--- src/rtl/uncache_unit_pkg.sv ---
// -----------------------------------------------------------------------------
// uncache_unit_pkg
// Shared definitions for the uncached access unit: FSM state encoding,
// transfer-size codes and the write-strobe to transfer-size mapping.
// -----------------------------------------------------------------------------
package uncache_unit_pkg;

    typedef enum logic [1:0] {
        IDLE = 2'd0,
        REQ  = 2'd1,
        WAIT = 2'd2,
        DONE = 2'd3
    } state_t;

    localparam logic [1:0] SIZE_BYTE = 2'd0;
    localparam logic [1:0] SIZE_HALF = 2'd1;
    localparam logic [1:0] SIZE_WORD = 2'd2;

    // Stores already arrive lane-aligned, so the strobe pattern alone tells
    // the width. Patterns a well-behaved core never produces fall back to a
    // word transfer, which still writes exactly the strobed lanes.
    function automatic logic [1:0] wstrb_to_size(input logic [3:0] wstrb);
        case (wstrb)
            4'b0001, 4'b0010,
            4'b0100, 4'b1000: wstrb_to_size = SIZE_BYTE;
            4'b0011, 4'b1100: wstrb_to_size = SIZE_HALF;
            default:          wstrb_to_size = SIZE_WORD;
        endcase
    endfunction

endpackage

--- src/rtl/uncache_unit_if.sv ---
// -----------------------------------------------------------------------------
// uncache_unit_if
// Request/response bus between the uncached access unit (master) and the
// AXI bridge (slave).
//   bus_req     master->slave  request valid
//   bus_wr      master->slave  1 = write, 0 = read
//   bus_size    master->slave  transfer size (0 byte, 1 half, 2 word)
//   bus_addr    master->slave  transfer address
//   bus_wdata   master->slave  write data
//   bus_wstrb   master->slave  write strobes (0000 for reads)
//   bus_addr_ok slave->master  request accepted this cycle
//   bus_data_ok slave->master  read data / write response this cycle
//   bus_rdata   slave->master  read data, valid with bus_data_ok
// -----------------------------------------------------------------------------
interface uncache_unit_if;

    logic        bus_req;
    logic        bus_wr;
    logic [1:0]  bus_size;
    logic [31:0] bus_addr;
    logic [31:0] bus_wdata;
    logic [3:0]  bus_wstrb;
    logic        bus_addr_ok;
    logic        bus_data_ok;
    logic [31:0] bus_rdata;

    modport master (
        output bus_req, bus_wr, bus_size, bus_addr, bus_wdata, bus_wstrb,
        input  bus_addr_ok, bus_data_ok, bus_rdata
    );

    modport slave (
        input  bus_req, bus_wr, bus_size, bus_addr, bus_wdata, bus_wstrb,
        output bus_addr_ok, bus_data_ok, bus_rdata
    );

endinterface

--- src/rtl/uncache_unit.sv ---
// -----------------------------------------------------------------------------
// uncache_unit
// Turns one uncached core data access into a single bus transaction and
// stalls the pipeline until it completes.
//   clk        core clock, rising edge
//   resetn     asynchronous active-low reset
//   en         uncached access request from the core
//   wen        byte write strobes, 0000 = read
//   size       read access size (0 byte, 1 half, 2 word)
//   addr       physical address
//   wdata      lane-aligned store data
//   stall_ext  stall from every other pipeline source
//   stallreq   stall request to the core
//   rdata      load result, held until the next read completes
//   bus        master side of the bridge bus
// -----------------------------------------------------------------------------
module uncache_unit
    import uncache_unit_pkg::*;
(
    input  logic                  clk,
    input  logic                  resetn,
    input  logic                  en,
    input  logic [3:0]            wen,
    input  logic [1:0]            size,
    input  logic [31:0]           addr,
    input  logic [31:0]           wdata,
    input  logic                  stall_ext,
    output logic                  stallreq,
    output logic [31:0]           rdata,
    uncache_unit_if.master        bus
);

    state_t      state;
    logic        lat_wr;
    logic [1:0]  lat_size;
    logic [31:0] lat_addr;
    logic [31:0] lat_wdata;
    logic [3:0]  lat_wstrb;

    // The request is captured once in IDLE, already translated into bus
    // form, so the bus fields come straight from flops and stay stable for
    // as long as the bridge withholds addr_ok.
    // NOTE: non-blocking assignments keep every flop sampling pre-edge values.
    always_ff @(posedge clk or negedge resetn) begin
        if (!resetn) begin
            state     <= IDLE;
            lat_wr    <= 1'b0;
            lat_size  <= SIZE_BYTE;
            lat_addr  <= '0;
            lat_wdata <= '0;
            lat_wstrb <= '0;
            rdata     <= '0;
        end else begin
            case (state)
                IDLE: begin
                    if (en) begin
                        state     <= REQ;
                        lat_wr    <= |wen;
                        lat_size  <= (|wen) ? wstrb_to_size(wen) : size;
                        lat_addr  <= addr;
                        lat_wdata <= wdata;
                        lat_wstrb <= wen;
                    end
                end
                REQ: begin
                    if (bus.bus_addr_ok) state <= WAIT;
                end
                WAIT: begin
                    if (bus.bus_data_ok) begin
                        state <= DONE;
                        if (!lat_wr) rdata <= bus.bus_rdata;
                    end
                end
                DONE: begin
                    // While the rest of the pipeline is stalled the core keeps
                    // presenting the same access; parking here stops it from
                    // being issued a second time.
                    if (!stall_ext) state <= IDLE;
                end
                default: state <= IDLE;
            endcase
        end
    end

    // The stall must be raised in the very cycle the access is presented,
    // before any state has been captured, hence the en term.
    assign stallreq = ((state == IDLE) && en) || (state == REQ) || (state == WAIT);

    assign bus.bus_req   = (state == REQ);
    assign bus.bus_wr    = lat_wr;
    assign bus.bus_size  = lat_size;
    assign bus.bus_addr  = lat_addr;
    assign bus.bus_wdata = lat_wdata;
    assign bus.bus_wstrb = lat_wstrb;

endmodule
--- src/flat_wrapper.sv ---
// flat-port wrapper written by rule: the top's interface ports become plain ports
module uncache_unit_flat import uncache_unit_pkg::*;
  (clk, resetn, en, wen, size, addr, wdata, stall_ext, stallreq, rdata, bus_bus_req, bus_bus_wr, bus_bus_size, bus_bus_addr, bus_bus_wdata, bus_bus_wstrb, bus_bus_addr_ok, bus_bus_data_ok, bus_bus_rdata);
  uncache_unit_if bus_i ();
  input  logic clk;
  input  logic resetn;
  input  logic en;
  input  logic [3:0] wen;
  input  logic [1:0] size;
  input  logic [31:0] addr;
  input  logic [31:0] wdata;
  input  logic stall_ext;
  output logic stallreq;
  output logic [31:0] rdata;
  output wire logic [$bits(bus_i.bus_req)-1:0] bus_bus_req;
  output wire logic [$bits(bus_i.bus_wr)-1:0] bus_bus_wr;
  output wire logic [$bits(bus_i.bus_size)-1:0] bus_bus_size;
  output wire logic [$bits(bus_i.bus_addr)-1:0] bus_bus_addr;
  output wire logic [$bits(bus_i.bus_wdata)-1:0] bus_bus_wdata;
  output wire logic [$bits(bus_i.bus_wstrb)-1:0] bus_bus_wstrb;
  input wire logic [$bits(bus_i.bus_addr_ok)-1:0] bus_bus_addr_ok;
  input wire logic [$bits(bus_i.bus_data_ok)-1:0] bus_bus_data_ok;
  input wire logic [$bits(bus_i.bus_rdata)-1:0] bus_bus_rdata;
  assign bus_bus_req = bus_i.bus_req;
  assign bus_bus_wr = bus_i.bus_wr;
  assign bus_bus_size = bus_i.bus_size;
  assign bus_bus_addr = bus_i.bus_addr;
  assign bus_bus_wdata = bus_i.bus_wdata;
  assign bus_bus_wstrb = bus_i.bus_wstrb;
  assign bus_i.bus_addr_ok = bus_bus_addr_ok;
  assign bus_i.bus_data_ok = bus_bus_data_ok;
  assign bus_i.bus_rdata = bus_bus_rdata;
  uncache_unit u_core (.clk(clk), .resetn(resetn), .en(en), .wen(wen), .size(size), .addr(addr), .wdata(wdata), .stall_ext(stall_ext), .stallreq(stallreq), .rdata(rdata), .bus(bus_i));
endmodule
--- config.mk ---
export PLATFORM = sky130hd
export DESIGN_NAME = uncache_unit_flat
export DESIGN_NICKNAME = d
export VERILOG_FILES = /design/src/rtl/uncache_unit_pkg.sv /design/src/rtl/uncache_unit_if.sv /design/src/rtl/uncache_unit.sv /design/src/flat_wrapper.sv
export SDC_FILE = /design/constraint.sdc
export NUM_CORES = 1
export LEC_CHECK = 0
export ABC_AREA = 0
export BUFFER_PORTS_ARGS = -buffer_cell sky130_fd_sc_hd__buf_4
export CORE_MARGIN = 2
export CORE_UTILIZATION = 48
export CTS_CLUSTER_DIAMETER = 100
export DETAILED_ROUTE_END_ITERATION = 16
export PLACE_DENSITY_LB_ADDON = 0.1
export SLEW_MARGIN = 20
export SYNTH_ARGS = -nofsm -noshare
export SYNTH_HDL_FRONTEND = slang
export SYNTH_SLANG_ARGS = --single-unit
--- constraint.sdc ---
create_clock -name clk -period 2.2 [get_ports clk]
set_input_delay 0.44 -clock clk [delete_from_list [all_inputs] [get_ports clk]]
set_output_delay 0.44 -clock clk [all_outputs]
set_load 0.01 [all_outputs]
Word level (Yosys, flattened, before mapping):

Cells that the tools add are included.

* mux-type cells: 7
* bitwise gates (word level): 1
* reduce and logical (&&, ||, !) cells: 10
* eq/ne operators: 13

Operators by type and width (number)
* 2-bit two-way mux: 5
* 4-bit by 2-bit equality test with 1-bit output, second input constant: 2
* 4-bit equality test, second input constant: 2
* 2-bit case mux with 4 select lines: 1
* 4-bit OR reduction: 2
* 2-bit inequality test, second input constant: 3
* 2-bit equality test, second input constant: 2
* 4-bit by 1-bit equality test with 1-bit output, second input constant: 1
* 4-bit by 3-bit equality test with 1-bit output, second input constant: 1
* 2-bit case mux with 2 select lines: 1
* 4-bit AND reduction: 1
* 3-bit AND reduction: 1
* 2-bit by 1-bit equality test with 1-bit output, second input constant: 1
* 2-bit logical NOT: 1
* 1-bit logical OR: 2
* 2-bit by 1-bit inequality test with 1-bit output, second input constant: 1
* 2-bit AND reduction: 1
* 2-bit OR reduction: 1
* 1-bit logical AND: 1
* 1-bit NOT: 1

* output and inout bits: 105
* logic and storage cells: 38
* register bits after elaboration: 105
* bits of input ports: 108

Depth between registers and ports, before layout:

Gate-level depths: netlist of run 1.

* word-level depth: 4
* depth in mapped cells: 7
* gate-level depth less buffers: 5

Worst setup path before layout of run 1:

Ideal clock, no wire load.

* path kind: register to output
* from: reg u_core.state[0]
* to: out stallreq
* data arrival time: 1.259 ns
* stages on the path, launching flop included: 6
* data required time: 1.760 ns
* slack: 0.501 ns
* path buffers: 1
* cell sequence: dfrtp_1 > inv_1 > ha_1 > and2_1 > buf_2 > or3_1

* longest elaborated chain between the ends: 4
* elaborated cells on any way between the ends: 6
* those cells by class: eq/ne (2); reduce/logical (4)

Ends and longest elaborated chain
* start: declaration: RTL line uncache_unit.sv:33 `state_t state;`
* start signal: assignment: RTL line uncache_unit.sv:46 `state <= IDLE;`
* start signal: assignment: RTL line uncache_unit.sv:57 `state <= REQ;`
* start signal: assignment: RTL line uncache_unit.sv:66 `if (bus.bus_addr_ok) state <= WAIT;`
* 2-bit logical NOT: RTL line uncache_unit.sv:87 `assign stallreq = ((state == IDLE) && en) || (state == REQ) || (state == WAIT);`
* 1-bit logical AND: RTL line uncache_unit.sv:87
* 1-bit logical OR: RTL line uncache_unit.sv:87
* 1-bit logical OR *: RTL line uncache_unit.sv:87
* end: declaration: RTL line flat_wrapper.sv:13 `output logic stallreq;`

Mark *: on every way between the ends. The rest lies on a longest branch, timed or not.

Worst setup path in the final report of run 1:

Same ends and word-level chain as after synthesis.

==> results.sh, run 1 <==
export IMPL_crit_chain="inv_1 -> ha_2 -> and2_2 -> or3_1 -> buf_4"
export IMPL_finalCriticalPeriod_ns=2.09
export IMPL_yosys_area_top_type_share_pct=64.7
export IMPL_initialDrtViolationCount=102
export IMPL_setup_viol=0
export IMPL_fin_nets=719
export IMPL_antenna_found_initial=0
export IMPL_ir_worst_vdd_mv=0.610
export IMPL_netlist_area_um2=4060
export IMPL_ant_nets=0
export IMPL_clockBufferDepth=2
export IMPL_cts_made_buffers=9
export IMPL_ys_ff_latch=105
export IMPL_row_count=33
export IMPL_min_path_type="primary input to async pin"
export IMPL_cts_tree="yes"
export IMPL_clkPwrFrac_pct=15.0
export IMPL_max_freq_mhz=479
export IMPL_gp_congestion=0.727
export IMPL_clk_pin_slew_ns=0.09
export IMPL_syn_num_nets=505
export IMPL_startpoint_type="flop"
export IMPL_ctsRootBufferMaster="clkbuf_8"
export IMPL_endpoint_kind="output port"
export IMPL_fin_crit_sh_pct=95.0
export IMPL_power_frac_comb_pct=44.0
export IMPL_powerDensity_nw_per_um2=1360
export IMPL_async_reset_ff_share_pct=100
export IMPL_dr_pass1_iters=4
export IMPL_p_leak_nw=3.30
export IMPL_synth_cell_types=21
export IMPL_maxCapViolCount=0
export IMPL_synth_edf_count=0
export IMPL_synthTopCellsByArea="dfrtp_1 65%, nand2_1 19%, mux2_1 9.1%, ha_1 1.5%, buf_2 1.4%"
export IMPL_rsz0062_at_grt="false"
export IMPL_final_cell_mix="219 x buf_4, 208 x nand2_1, 105 x dfrtp_1"
export IMPL_vias=3373
export IMPL_setup_tns_ns=0
export IMPL_grt_use_total_pct=22.7
export IMPL_syn_inst=392
export IMPL_crit_path_top_delay_cell="dfrtp_1"
export IMPL_drt_wl_total_mm=10.1
export IMPL_synth_area_leader_cell="dfrtp_1"
export IMPL_hold_buffers=0
export IMPL_viasPerCell=4.72
export IMPL_syn_avg_cell_area_um2=10.4
export IMPL_tightest_slew_ns=0.724
export IMPL_clkSinkCount=105
export IMPL_worst_endpoint_required_ns=1.76
export IMPL_portBuffers=212
export IMPL_grt_max_degree=72
export IMPL_grt_pass1_vias=3328
export IMPL_diodes=0
export IMPL_path_class="flop to output port"
export IMPL_synthFlopType="dfrtp_1"
export IMPL_num_io_pins=213
export IMPL_layout_area_seq_um2=2630
export IMPL_initial_core_util_pct=49.4
export IMPL_area_growth_pct=47.8
export IMPL_p_seq_share_pct=41.1
export IMPL_fin_total_pwr_mw=8.16
export IMPL_fp_dieW_um=96.0
export IMPL_fp_dieH_um=96.0
export IMPL_fill_cells=623
export IMPL_multi_input_area_um2=1350
export IMPL_switching_share_pct=34.8
export IMPL_drc=0
export IMPL_outcome="finished, final reports clean"
export IMPL_overflow=0
export IMPL_hpwl_mm=7.64
export IMPL_hold_violations=0
export IMPL_fin_skew_ns=0.0125
export IMPL_relSlewSlack_pct=51.7
export IMPL_p_int_mw=5.32
export IMPL_ys_seq_area_share_pct=64.7
export IMPL_coreArea_um2=8220
export IMPL_switchingPower_mw=2.84
export IMPL_ys_warn_count=0
export IMPL_cp_slowest_stage_delay_ns=0.38
export IMPL_wl_per_cell_um=14.2
export IMPL_crit_arrival_ns=1.65
export IMPL_drive_above_1_share_pct=38.9
export IMPL_dieArea_um2=9210
export IMPL_clk_latency_ns=0.35
export IMPL_cts_max_level=3
export IMPL_slew_viol_final=0
export IMPL_cp_max_fo=4
export IMPL_grt_pass1_wl_mm=16.0
export IMPL_final_common_cell="buf_4"
## critical path, delay by kind of cell (launching register included)
| kind | cells | cell delay, ns |
|---|---|---|
| simple gates | 2 | 0.47 |
| flops | 1 | 0.38 |
| buf+inv | 2 | 0.25 |
| fa+ha+maj | 1 | 0.21 |
## power groups by stage
stage                     Clock [mW]  Combinational (mW)  Sequential [mW]
after floorplan                    0                1.20             3.77
after global placement             0                3.51             3.34
after detailed placement           0                3.62             3.39
after CTS                       1.25                3.62             3.36
after global routing            1.33                3.97             3.48
final                           1.22                3.59             3.35
## kinds of logic (layout without fill, tap and decap cells)
kind of cell               after synthesis  count (layout)  share of synthesized area, %
and+or+nand+nor                        220             220                          20.9
adders and majority gates                5               5                          1.54
muxes                                   34              34                          9.40
DFF                                    105             105                          64.7
buffers and inverters                   21             238                          2.28
AOI/OAI and AO/OA                        7               7                          1.23
## per-layer routing
metal | vias to the layer above | global-route usage (%) | wire length (µm)
met1 | 1563 | 27.5 | 3930
li1 | 1647 | - | -
met5 | - | 0 | 0
met2 | 144 | 37.7 | 5010
met4 | 0 | 9.40 | 226
met3 | 19 | 7.13 | 975
## synthesized netlist by cell type (2+ instances only)
master	number
mux2_1	33
buf_2	11
ha_1	5
nand2b_1	2
clkbuf_1	7
nand2_1	209
a31oi_1	2
dfrtp_1	105
inv_1	3
nor2_1	4
## per-stage QoR
stage	util, %	cell area [µm²]	setup slack, ns	std cells	hold slack (ns)
6_report	73.0	6000	0.111	714	0.0760
5_1_grt	73.0	6000	0.0314	714	0.0962
4_1_cts	72.8	5980	0.0517	712	0.0773
3_5_place_dp	70.4	5780	0.423	698	0.463
3_3_place_gp	70.4	5780	0.461	698	0.458
2_1_floorplan	-	4060	0.501	392	0.144
## state kept, by name, summed over array words and instances (netlist names)
name / flops
u_core.bus.bus_addr: 32
u_core.bus.bus_wdata: 32
u_core.rdata: 32
u_core.bus.bus_wstrb: 4
u_core.bus.bus_size: 2
u_core.state: 2
u_core.bus.bus_wr: 1
## path summary, 6_finish.rpt
kind / startpoint / end / slack [ns] / cells past startpoint
worst max-delay path: u_core.state[0] / stallreq / 0.11 / 5
worst min-delay path: resetn / u_core.bus.bus_addr[25] / 0.08 / 1
worst max register to register: u_core.state[0] / u_core.bus.bus_size[1] / 0.41 / 6
worst min register to register: u_core.bus.bus_addr[4] / u_core.bus.bus_addr[4] / 0.48 / 2
max in group asynchronous: resetn / u_core.bus.bus_wdata[7] / 1.52 / 2
min in group clk: wdata[11] / u_core.bus.bus_wdata[11] / 0.27 / 3
## what timing repair did
action | CTS | global route
setup endpoints to repair | 0 | 1
resized for setup | 0 | 1
setup buffers | 0 | 2
## area by class of cell
class | count | share of cell area [%]
Sequential cell | 105 | 43.8
Timing Repair Buffer | 221 | 28.1
Multi-Input combinational cell | 266 | 22.5
Clock buffer | 11 | 2.19
Tap cell | 105 | 2.19
Clock inverter | 3 | 1.13
Inverter | 3 | 0.188
Power figures use the tool's default switching activity.
==> run 2: changes to the inputs <==
- PLACE_DENSITY: unset -> 0.94
- PLACE_DENSITY_LB_ADDON: 0.1 -> unset
==> results.sh, run 2 (same netlist as run 1, synthesis figures left out) <==
export IMPL_outcome="finished, final reports clean"
export IMPL_min_path_type="primary input to async pin"
export IMPL_slew_viol_final=0
export IMPL_diodes=0
export IMPL_drt_wl_total_mm=10.2
export IMPL_dieArea_um2=9210
export IMPL_final_common_cell="buf_4"
export IMPL_path_class="flop to output port"
export IMPL_cp_top_family="flip-flops"
export IMPL_clockBufferDepth=2
export IMPL_hold_slack_ns=0.119
export IMPL_fin_skew_ns=0.0160
export IMPL_vias=3427
export IMPL_stdcell_count=714
export IMPL_hold_violations=0
export IMPL_gp_congestion=0.736
export IMPL_fp_dieH_um=96.0
export IMPL_crit_path_top_delay_cell="dfrtp_1"
export IMPL_cp_max_fo=4
export IMPL_grt_use_total_pct=22.0
export IMPL_powerDensity_nw_per_um2=1360
export IMPL_row_count=33
export IMPL_maxCapViolCount=0
export IMPL_fin_crit_sh_pct=95.3
export IMPL_post_route_util_pct=72.8
export IMPL_switching_share_pct=35.8
export IMPL_ctsRootBufferMaster="clkbuf_8"
export IMPL_p_int_mw=5.21
export IMPL_clk_pin_slew_ns=0.11
export IMPL_finalCriticalPeriod_ns=2.10
export IMPL_clkPwrFrac_pct=14.3
export IMPL_layout_area_seq_um2=2630
export IMPL_num_io_pins=213
export IMPL_grt_max_degree=106
export IMPL_dr_pass1_iters=4
export IMPL_drive_above_1_share_pct=39.2
export IMPL_cts_max_level=3
export IMPL_crit_path_frequent_cell="buf_4"
export IMPL_multi_input_area_um2=1350
export IMPL_startpoint_type="flop"
export IMPL_p_leak_nw=3.29
export IMPL_overflow=0
export IMPL_coreArea_um2=8220
export IMPL_cts_tree="yes"
export IMPL_setup_viol=0
export IMPL_max_freq_mhz=477
export IMPL_setup_slack_ns=0.104
export IMPL_tightest_slew_ns=0.712
export IMPL_switchingPower_mw=2.90
export IMPL_p_seq_share_pct=41.2
export IMPL_viasPerCell=4.80
export IMPL_endpoint_kind="output port"
export IMPL_initialDrtViolationCount=151
export IMPL_ant_nets=0
export IMPL_cp_slowest_stage_delay_ns=0.40
export IMPL_hpwl_mm=7.56
export IMPL_initial_core_util_pct=49.4
export IMPL_wl_per_cell_um=14.3
export IMPL_fin_nets=717
export IMPL_dpl_cell_count=696
export IMPL_portBuffers=212
export IMPL_cts_made_buffers=9
export IMPL_fin_total_pwr_mw=8.11
export IMPL_place_ws_ns=0.385
export IMPL_worst_path_buf_inv=2
export IMPL_clk_latency_ns=0.36
export IMPL_crit_chain="buf_4 -> ha_1 -> or3_1 -> buf_4"
export IMPL_drc=0
export IMPL_worst_endpoint_required_ns=1.76
export IMPL_crit_arrival_ns=1.66
export IMPL_fill_cells=578
export IMPL_fp_dieW_um=96.0
export IMPL_antenna_found_initial=0
export IMPL_grt_pass1_wl_mm=15.3
export IMPL_relSlewSlack_pct=52.5
export IMPL_final_cell_mix="217 x buf_4, 208 x nand2_1, 105 x dfrtp_1"
export IMPL_power_frac_comb_pct=44.4
export IMPL_grt_pass1_vias=3409
export IMPL_ir_worst_vdd_mv=0.651
export IMPL_area_growth_pct=47.4
export IMPL_clkSinkCount=105
[run 2: worst reg2reg max path: stages, from the launching register on]
cell and delay, ns:
dfrtp_1 0.39, inv_1 0.12, ha_2 0.21, and2_2 0.15
buf_4 0.57, nor2_1 0.11, a31oi_1 0.16
[run 2: cell type report]
class / instances / share of cell area, %
Sequential cell: 105 / 43.9
Timing Repair Buffer: 219 / 27.9
Multi-Input combinational cell: 266 / 22.5
Clock buffer: 12 / 2.76
Tap cell: 105 / 2.20
Clock inverter: 4 / 0.544
Inverter: 3 / 0.188
[run 2: metal layers]
layer / wire (µm) / GRT usage, %
met4: 235 / 9.05
met5: 0 / 0
met1: 3790 / 23.7
met2: 5300 / 39.2
met3: 874 / 7.67
[run 2: power groups by stage]
stage | clock, mW | sequential [mW] | combinational, mW
finish | 1.16 | 3.34 | 3.60
global route | 1.27 | 3.47 | 3.98
CTS | 1.20 | 3.36 | 3.63
detailed placement | 0 | 3.39 | 3.63
global placement | 0 | 3.33 | 3.49
floorplan | 0 | 3.77 | 1.20
[run 2: timing repair]
item | 4_1_cts | 5_1_grt
resized for setup | 0 | 1
setup endpoints to repair | 0 | 1
setup buffers | 0 | 2
hold buffers | 0 | 0
endpoints found under the hold margin | 0 | 0
[run 2: worst paths after layout]
check,start,end,slack (ns),cells after the start
max in group asynchronous,resetn,u_core.bus.bus_wdata[11],1.64,2
min in group clk,addr[23],u_core.bus.bus_addr[23],0.26,3
setup reg to reg,u_core.state[0],u_core.bus.bus_size[1],0.42,6
setup / recovery,u_core.state[1],stallreq,0.10,4
hold / removal,resetn,u_core.bus.bus_wdata[2],0.12,2
hold reg to reg,u_core.bus.bus_wdata[12],u_core.bus.bus_wdata[12],0.48,2
[run 2: metrics by stage]
stage / cell area [µm²] / TNS [ns]
floorplan: 4060 / 0
detailed placement: 5770 / 0
finish: 5980 / 0
CTS: 5970 / 0
global route: 5980 / -0.0125
global placement: 5770 / 0
==> run 3: changes to the inputs <==
- CELL_PAD_IN_SITES_DETAIL_PLACEMENT: unset -> 2
- CELL_PAD_IN_SITES_GLOBAL_PLACEMENT: unset -> 2
- CORE_UTILIZATION: 48 -> 27
- PLACE_DENSITY: 0.94 -> 0.93
==> results.sh, run 3 (same netlist as run 1, synthesis figures left out) <==
export IMPL_outcome="finished, final reports clean"
export IMPL_clk_pin_slew_ns=0.07
export IMPL_worst_path_buf_inv=2
export IMPL_grt_pass1_wl_mm=23.0
export IMPL_crit_arrival_ns=1.70
export IMPL_slew_viol_final=0
export IMPL_max_freq_mhz=468
export IMPL_p_leak_nw=3.38
export IMPL_area_growth_pct=53.8
export IMPL_path_class="flop to output port"
export IMPL_num_io_pins=213
export IMPL_finalCriticalPeriod_ns=2.14
export IMPL_hpwl_mm=11.3
export IMPL_hold_violations=0
export IMPL_fin_nets=720
export IMPL_tightest_slew_ns=0.765
export IMPL_dr_pass1_iters=4
export IMPL_post_route_util_pct=42.8
export IMPL_stdcell_count=796
export IMPL_multi_input_area_um2=1350
export IMPL_initialDrtViolationCount=81
export IMPL_fin_skew_ns=0.00822
export IMPL_maxCapViolCount=0
export IMPL_final_area_um2=6250
export IMPL_overflow=0
export IMPL_setup_tns_ns=0
export IMPL_layout_area_seq_um2=2630
export IMPL_ctsRootBufferMaster="clkbuf_16"
export IMPL_cts_max_level=3
export IMPL_drive_above_1_share_pct=39.5
export IMPL_relSlewSlack_pct=49.0
export IMPL_vias=3611
export IMPL_grt_pass1_vias=4088
export IMPL_rsz0062_at_grt="false"
export IMPL_crit_chain="inv_1 -> ha_2 -> and2_2 -> or3_1 -> buf_4"
export IMPL_setup_viol=0
export IMPL_row_count=44
export IMPL_min_path_type="primary input to async pin"
export IMPL_final_cell_mix="221 x buf_4, 208 x nand2_1, 105 x dfrtp_1"
export IMPL_gp_congestion=0.726
export IMPL_hold_slack_ns=0.0247
export IMPL_clockBufferDepth=2
export IMPL_cp_max_fo=4
export IMPL_final_common_cell="buf_4"
export IMPL_endpoint_kind="output port"
export IMPL_dpl_cell_count=778
export IMPL_drc=0
export IMPL_cts_made_buffers=9
export IMPL_diodes=0
export IMPL_dieArea_um2=16000
export IMPL_place_area_um2=5880
export IMPL_portBuffers=212
export IMPL_startpoint_type="flop"
export IMPL_antenna_found_initial=0
export IMPL_fin_total_pwr_mw=9.12
export IMPL_ir_worst_vdd_mv=0.452
export IMPL_powerDensity_nw_per_um2=1460
export IMPL_place_ws_ns=0.262
export IMPL_wl_per_cell_um=18.4
export IMPL_worst_endpoint_required_ns=1.76
export IMPL_fill_cells=1569
export IMPL_clk_latency_ns=0.35
export IMPL_coreArea_um2=14600
export IMPL_drt_wl_total_mm=14.6
export IMPL_cts_tree="yes"
export IMPL_fp_dieH_um=127
export IMPL_grt_max_degree=72
export IMPL_fin_crit_sh_pct=97.1
export IMPL_clkSinkCount=105
export IMPL_ant_nets=0
export IMPL_cp_slowest_stage_delay_ns=0.35
export IMPL_grt_use_total_pct=18.7
export IMPL_viasPerCell=4.54
export IMPL_initial_core_util_pct=27.8
export IMPL_fp_dieW_um=127
export IMPL_crit_path_top_delay_cell="dfrtp_1"
export IMPL_setup_slack_ns=0.0647
export IMPL_cp_top_family="simple AND/OR/NAND/NOR gates"
[run 3: cell types whose count changed in the layout (fill, tap and decap cells not counted), sizes merged]
cell,previous run,this run
buf,219,222
bufinv,0,3
clkbuf,12,10
clkinv,0,2
clkinvlp,2,0
inv,5,4
[run 3: final cells by class]
type                            count  area share (%)
Clock buffer                       10            3.83
Clock inverter                      6            1.80
Inverter                            3           0.180
Multi-Input combinational cell    266            21.6
Sequential cell                   105            42.1
Tap cell                          184            3.69
Timing Repair Buffer              222            26.9
[run 3: power breakdown]
| group | total, mW | switching [mW] | internal (mW) |
|---|---|---|---|
| clock | 1.88 | 0.736 | 1.15 |
| combinational | 3.80 | 1.95 | 1.85 |
| sequential | 3.43 | 0.568 | 2.86 |
[run 3: path summary, 6_finish.rpt]
| check | start | endpoint | slack (ns) | cells after the start |
|---|---|---|---|---|
| max in group asynchronous | resetn | u_core.rdata[22] | 1.54 | 2 |
| hold reg to reg | u_core.bus.bus_addr[18] | u_core.bus.bus_addr[18] | 0.48 | 2 |
| hold / removal | resetn | u_core.rdata[7] | 0.02 | 1 |
| setup reg to reg | u_core.state[0] | u_core.bus.bus_wdata[11] | 0.33 | 6 |
| min in group clk | addr[24] | u_core.bus.bus_addr[24] | 0.28 | 3 |
| setup / recovery | u_core.state[0] | stallreq | 0.06 | 5 |
[run 3: metal layers]
metal,vias up,part of all wire [%],track usage [%]
met5,-,0,0
met1,1808,37,20.3
met2,132,54,34.8
met3,19,6.6,4.39
met4,0,2.2,7.50
li1,1652,-,-
[run 3: what timing repair did]
action | in CTS | in global routing
resized for setup | 0 | 1
setup endpoints to repair | 1 | 1
hold buffers | 0 | 0
pin swaps | 0 | 0
setup buffers | 2 | 0
endpoints found under the hold margin | 0 | 0
